### src/rtl/fetch_queue_ctrl.sv
// fetch_queue_ctrl: fetch-stage controller with memory handshake, prefetch queue, redirect flush and decode back-pressure
//   clock/reset                 rising-edge clock, asynchronous active-high reset
//   mem_read/mem_addr           read request and address to instruction memory
//   mem_ready/mem_rdata         read completion and returned word
//   redirect/redirect_pc        flush the queue and refetch from redirect_pc
//   ir_ready                    decode can accept the queue head
//   ir_valid/ir_data/ir_pc      queue head presented to decode
//   ir_load                     head accepted this cycle (IR1 load / pop)
module fetch_queue_ctrl #(
  parameter int PC_W = 8,
  parameter int INSN_W = 16,
  parameter int PC_INC = 1,
  parameter int QDEPTH = 2,
  parameter logic [PC_W-1:0] RESET_PC = '0
) (
  input  logic              clock,
  input  logic              reset,
  output logic              mem_read,
  output logic [PC_W-1:0]   mem_addr,
  input  logic              mem_ready,
  input  logic [INSN_W-1:0] mem_rdata,
  input  logic              redirect,
  input  logic [PC_W-1:0]   redirect_pc,
  input  logic              ir_ready,
  output logic              ir_valid,
  output logic [INSN_W-1:0] ir_data,
  output logic [PC_W-1:0]   ir_pc,
  output logic              ir_load
);
  localparam int CW = $clog2(QDEPTH + 1);
  localparam int PW = $clog2(QDEPTH);
  typedef enum logic [1:0] {IDLE, REQ, DRAIN} state_t;
  state_t state, state_nx;
  logic [PC_W-1:0] fetch_pc, drain_addr;
  logic [CW-1:0] count;
  logic [PW-1:0] rd_ptr, wr_ptr;
  logic [INSN_W-1:0] q_data [QDEPTH];
  logic [PC_W-1:0] q_pc [QDEPTH];
  logic push, flush;
  always_comb begin
    state_nx = state;
    mem_read = state == DRAIN || (state == REQ && count != CW'(QDEPTH));
    mem_addr = state == DRAIN ? drain_addr : fetch_pc;
    // the response of a request abandoned by redirect must still be consumed
    state_nx = state == IDLE ? REQ :
               state == REQ ? ((redirect && mem_read && !mem_ready) ? DRAIN : REQ) :
               (mem_ready ? REQ : DRAIN);
  end
  assign flush = redirect && state != IDLE;
  assign push = state == REQ && mem_read && mem_ready && !redirect;
  assign ir_valid = count != '0;
  assign ir_data = ir_valid ? q_data[rd_ptr] : '0;
  assign ir_pc = ir_valid ? q_pc[rd_ptr] : '0;
  assign ir_load = ir_valid && ir_ready;
  always_ff @(posedge clock or posedge reset) begin
    if (reset) begin
      state <= IDLE;
      fetch_pc <= RESET_PC;
      drain_addr <= RESET_PC;
      count <= '0;
      rd_ptr <= '0;
      wr_ptr <= '0;
      for (int i = 0; i < QDEPTH; i++) begin
        q_data[i] <= '0;
        q_pc[i] <= '0;
      end
    end else begin
      state <= state_nx;
      if (flush) begin
        fetch_pc <= redirect_pc;
        count <= '0;
        rd_ptr <= '0;
        wr_ptr <= '0;
        if (state == REQ) drain_addr <= fetch_pc;
      end else begin
        if (push) begin
          q_data[wr_ptr] <= mem_rdata;
          q_pc[wr_ptr] <= fetch_pc;
          wr_ptr <= wr_ptr + PW'(1);
          fetch_pc <= fetch_pc + PC_W'(PC_INC);
        end
        if (ir_load) rd_ptr <= rd_ptr + PW'(1);
        count <= count + CW'(push) - CW'(ir_load);
      end
    end
  end
endmodule

### config.mk
export PLATFORM = sky130hd
export DESIGN_NAME = fetch_queue_ctrl
export DESIGN_NICKNAME = d
export VERILOG_FILES = /design/src/rtl/fetch_queue_ctrl.sv
export SDC_FILE = /design/constraint.sdc
export NUM_CORES = 1
export LEC_CHECK = 0
export BUFFER_PORTS_ARGS = -buffer_cell sky130_fd_sc_hd__clkbuf_2
export CORE_ASPECT_RATIO = 0.8
export CORE_MARGIN = 2
export CORE_UTILIZATION = 55
export CTS_CLUSTER_SIZE = 10
export DETAILED_ROUTE_END_ITERATION = 6
export GPL_TIMING_DRIVEN = 1
export PLACE_DENSITY = 0.81
export SYNTH_ARGS = -nofsm -noshare
export SYNTH_HDL_FRONTEND = slang
export SYNTH_SLANG_ARGS = --single-unit
export TNS_END_PERCENT = 5
### constraint.sdc
create_clock -name clock -period 2.9 [get_ports clock]
set_clock_uncertainty 0.1 [all_clocks]
set_input_delay 0.29 -clock clock [delete_from_list [all_inputs] [get_ports clock]]
set_output_delay 0.29 -clock clock [all_outputs]
set_load 0.05 [all_outputs]
# After elaboration in Yosys (flattened, before gate mapping)

Cells that the tools add are included.
Widths: inputs -> output; s select.

Flip-flop bits (word level): 70
Word-level logic and storage cells: 69
Bits of input ports: 29
Output and inout port bits: 35

$lt $le $gt $ge: 3
Bitwise logic cells: 3
Add/subtract/negate cells: 5
Multiplexer cells: 26
Reductions and logical operators: 19
Equality and inequality tests: 3

Operators with widths:

| cell                | number |
|---|---|
| $mux 16             | 5 |
| $mux 8              | 8 |
| $bwmux 32           | 1 |
| $bwmux 16           | 1 |
| $demux 16 s1        | 1 |
| $mux 2              | 5 |
| $logic_and 1x1->1   | 9 |
| $add 8x1->8 const B | 1 |
| $demux 8 s1         | 1 |
| $reduce_bool 2->1   | 4 |
| $ge 2x2->1 const B  | 2 |
| $mux 1              | 4 |
| $not 1->2           | 2 |
| $reduce_and 2->1    | 2 |
| $add 1x1->1 const B | 2 |
| $add 2x1->2         | 1 |
| $eq 2x1->1 const B  | 1 |
| $eq 2x2->1 const B  | 1 |
| $logic_not 1->1     | 2 |
| $logic_not 2->1     | 1 |
| $lt 2x1->1 const B  | 1 |
| $ne 2x2->1 const B  | 1 |
| $sub 2x1->2         | 1 |
| $logic_or 1x1->1    | 1 |
| $not 1->1           | 1 |

# Depth between registers and ports, before layout

Depth in word-level cells: 9
Gate-level depth with buffers: 10
Gate-level depth less buffers: 9

# Least setup slack after synthesis

No wires, ideal clock.

Path kind: register to register
From: register count[1]
To: register count[1]
Library setup time: 0.131 ns
Slack: 0.480 ns
Buffers on the path: 0
Data arrival time: 2.190 ns
Period minus slack after synthesis: 2.420 ns
Cell stages (with the launch flop): 9
Data required time: 2.669 ns
Cell sequence: dfrtp_1 > nor2_1 > nor2b_1 > ha_1 > inv_1 > ha_1 > xor2_1 > xnor2_1 > nor2_1

Elaborated cells between the ends (all ways): 11
Classes of those cells: 2 x add/sub; 1 x eq/ne; 1 x mux; 7 x reduce/logical

RTL lines:

| what                     | RTL line | RTL |
|---|---|---|
| start: declaration       | 35       | `logic [CW-1:0] count;` |
| start signal: assignment | 83       | `count <= count + CW'(push) - CW'(ir_load);` |
| $reduce_bool 2->1        | 51       | `assign ir_valid = count != '0;` |
| $logic_and 1x1->1        | 54       | `assign ir_load = ir_valid && ir_ready;` |
| via ir_load              | 28       | `output logic ir_load` |
| $sub 2x1->2              | 83       |  |
| $mux 2                   | 69       | `if (flush) begin` |

The timed path passes the listed nets, and every way through them passes these cells.
A chain may end at the register's enable or synchronous reset.

# Worst setup path after layout

From: register state[0]
To: output port mem_addr[3]

Cells in the longest elaborated chain, start to end: 2

RTL lines:

| what                     | RTL line | RTL |
|---|---|---|
| start: declaration       | 33       | `state_t state, state_nx;` |
| start signal: assignment | 68       | `state <= state_nx;` |
| $eq 2x2->1               | 43       | `mem_addr = state == DRAIN ? drain_addr : fetch_pc;` |
| $mux 8                   | 43       |  |
| end: declaration         | 19       | `output logic [PC_W-1:0] mem_addr,` |

No other way between the ends.

==> results.md <==
- Vias in the first global route: 2,250
- Cell count of the worst reg-to-reg path: 9
- Final Cycle Share: 0.746
- DR WL/cell: 15.2 um
- Die W: 90.4 um
- Slowest-stage cell, CP: dfrtp_1
- Final TNS setup: 0 ps
- RSZ-0062 raised after global routing: no
- Sink Count: 70
- Seq/Total Area, Yosys: 0.533
- Fin util: 0.663
- Syn Nets: 296
- Max cap viols: 0
- Max FO, Critical Path: 9
- Buf/Inv on CP: 1
- Port bufs: 63
- Critical path depth: 3
- Initial Util: 0.562
- 1st-pass router iterations: 4
- CP top delay family: flip-flops
- Commonest non-fill, non-tap cell in the layout: dfrtp_1
- Routed WL: 6.35 mm
- Yosys warning count: 0
- Area Overhead vs Synth: 18.0%
- Share of synthesized registers carrying an async set or reset: 1.00
- Pin count of the biggest net entering global routing: 71
- Worst slew margin relative to its limit: 0.425
- H-tree lvl count: 3
- Final hold vios: 0
- FF+latch count, synth: 70
- Largest area contributor in the netlist: dfrtp_1
- Die Footprint: 6610 um2
- Share of post-route cells with drive strength above 1: 0.411
- All-Layer GR Usage: 0.209
- FMAX: 462 MHz
- Clock Tree Buf Depth: 2
- Rows: 25
- Crit path required time: 2510 ps
- GP Congestion: 0.852
- Yosys cell types: 34
- PD cells: 1180 nW/um2
- Worst min-delay path category: input pin to flop
- Final setup violating endpoints: 0
- Tightest Pin Transition: 862 ps
- Clk pin slew, worst setup/hold paths: 70 ps
- CORE AREA: 5850 um2
- Critical Path, Cell by Cell: nand2b_1 -> mux2_2 -> clkbuf_2
- CTS tree: done
- Num CTS Buffers: 9
- Via density per instance: 5.36
- CP Class: flop to output pin
- Starting DRC count in detailed routing: 147
- Top FF cell, synth: dfrtp_1
- Syn Area/Cell: 12.4 um2
- Aggregate global routing overflow: 0
- Synth top area cells: dfrtp_1, mux2_2, mux2i_1, mux2_1, nor2_1
- First-pass GRT wire length: 10.6 mm
- CP Capture Type: output pin
- Post-synth EDFFs: 0
- Vias: 2,237
- Clk Tree Root Cell: clkbuf_8
- Post-DP HPWL: 4.32 mm
- Antenna violations before repair: 0
- Worst vdd ir: 0.526 mV
- Final Max Tran Viols: 0
- Number of remaining DRC errors: 0
- Setup Buffers After CTS: 0
- Leakage: 0.00180 uW
- Crit path DAT: 1770 ps
- Die H: 73.1 um
- Most frequent cells in the layout: dfrtp_1, clkbuf_2, mux2_2
- Hold bufs inserted after CTS: 0
- Max incr delay on CP: 410 ps
- Post-synthesis cell count: 264
- Net count, final: 363
- Post-cts gate resize count: 0
- Startpoint types: flop
- Antenna violation net count after detailed routing: 0
- Tmin final: 2160 ps
- Post-synth top area share: 0.533
- Status: complete, no violations
- I/O pin cnt: 64
- Mapped Area: 3290 um2
- Worst hold stages: 2
- Clock Latency Late Sink: 340 ps
- # diodes: 0
final timing paths:
check	startpoint	endpoint	slack, ps
max	state[0]	mem_addr[3]	740
min	mem_ready	state[1]	40
max reg2reg	state[1]	count[1]	770
min reg2reg	q_data[28]	q_data[28]	390
max in group asynchronous	reset	q_data[0]	2050
min in group asynchronous	reset	q_data[25]	90
through the flow:
stage / hold WS [ps] / setup WS [ps] / area (um2) / total power, uW / instances
2_1_floorplan: 268 / 480 / 3290 / 3370 / 264
3_3_place_gp: 367 / 875 / 3680 / 3780 / 401
3_5_place_dp: 374 / 784 / 3680 / 3850 / 401
4_1_cts: 31.8 / 732 / 3880 / 4620 / 417
5_1_grt: 44.0 / 611 / 3880 / 4870 / 417
6_report: 38.3 / 736 / 3880 / 4590 / 417
cells in the mapped netlist (3+ instances only):
| cell | n |
|---|---|
| a31oi_1 | 4 |
| buf_2 | 4 |
| buf_4 | 3 |
| clkbuf_1 | 5 |
| dfrtp_1 | 70 |
| ha_1 | 3 |
| inv_1 | 4 |
| mux2_1 | 12 |
| mux2_2 | 52 |
| mux2i_1 | 24 |
| nand2_1 | 9 |
| nand2b_1 | 3 |
| nand3_1 | 5 |
| nor2_1 | 31 |
| nor2b_1 | 3 |
| o21ai_0 | 7 |
| xnor2_1 | 6 |
power by group:
group          switching (uW)  leakage (uW)  internal (uW)  total, uW
Clock                     341     0.0000976            422        763
Sequential                297      0.000851           1410       1710
Combinational            1360      0.000850            760       2120
logic make-up (layout without fill, tap and decap cells):
family | Yosys count | after routing | share of synthesized area
AOI/OAI and AO/OA | 15 | 15 | 0.0267
xor gates and xnor gates | 7 | 7 | 0.0187
adders and majority gates | 3 | 3 | 0.0114
buffers and inverters | 18 | 90 | 0.0263
DFF | 70 | 70 | 0.533
muxes | 88 | 88 | 0.292
and+or+nand+nor | 63 | 63 | 0.0914
flip-flops by register name (all words and copies together) (netlist names):
name and count:
q_data 32, q_pc 16, drain_addr 8, fetch_pc 8, count 2, state 2, rd_ptr 1, wr_ptr 1
cell type report:
class                      count  area [um2]
fill                         462        1970
sequential                    70        1750
multi-input combinational    176        1450
timing repair buffer          69         360
clock buffer                  13         149
tap                           81         101
clock inverter                 3        43.8
inverter                       5        21.3
routing by layer:
layer	global-route usage	routed length, um
met5	0	0
met4	0.0803	85
met3	0.0610	289
met2	0.342	3160
met1	0.269	2820
(Power assumes the default switching activity.)
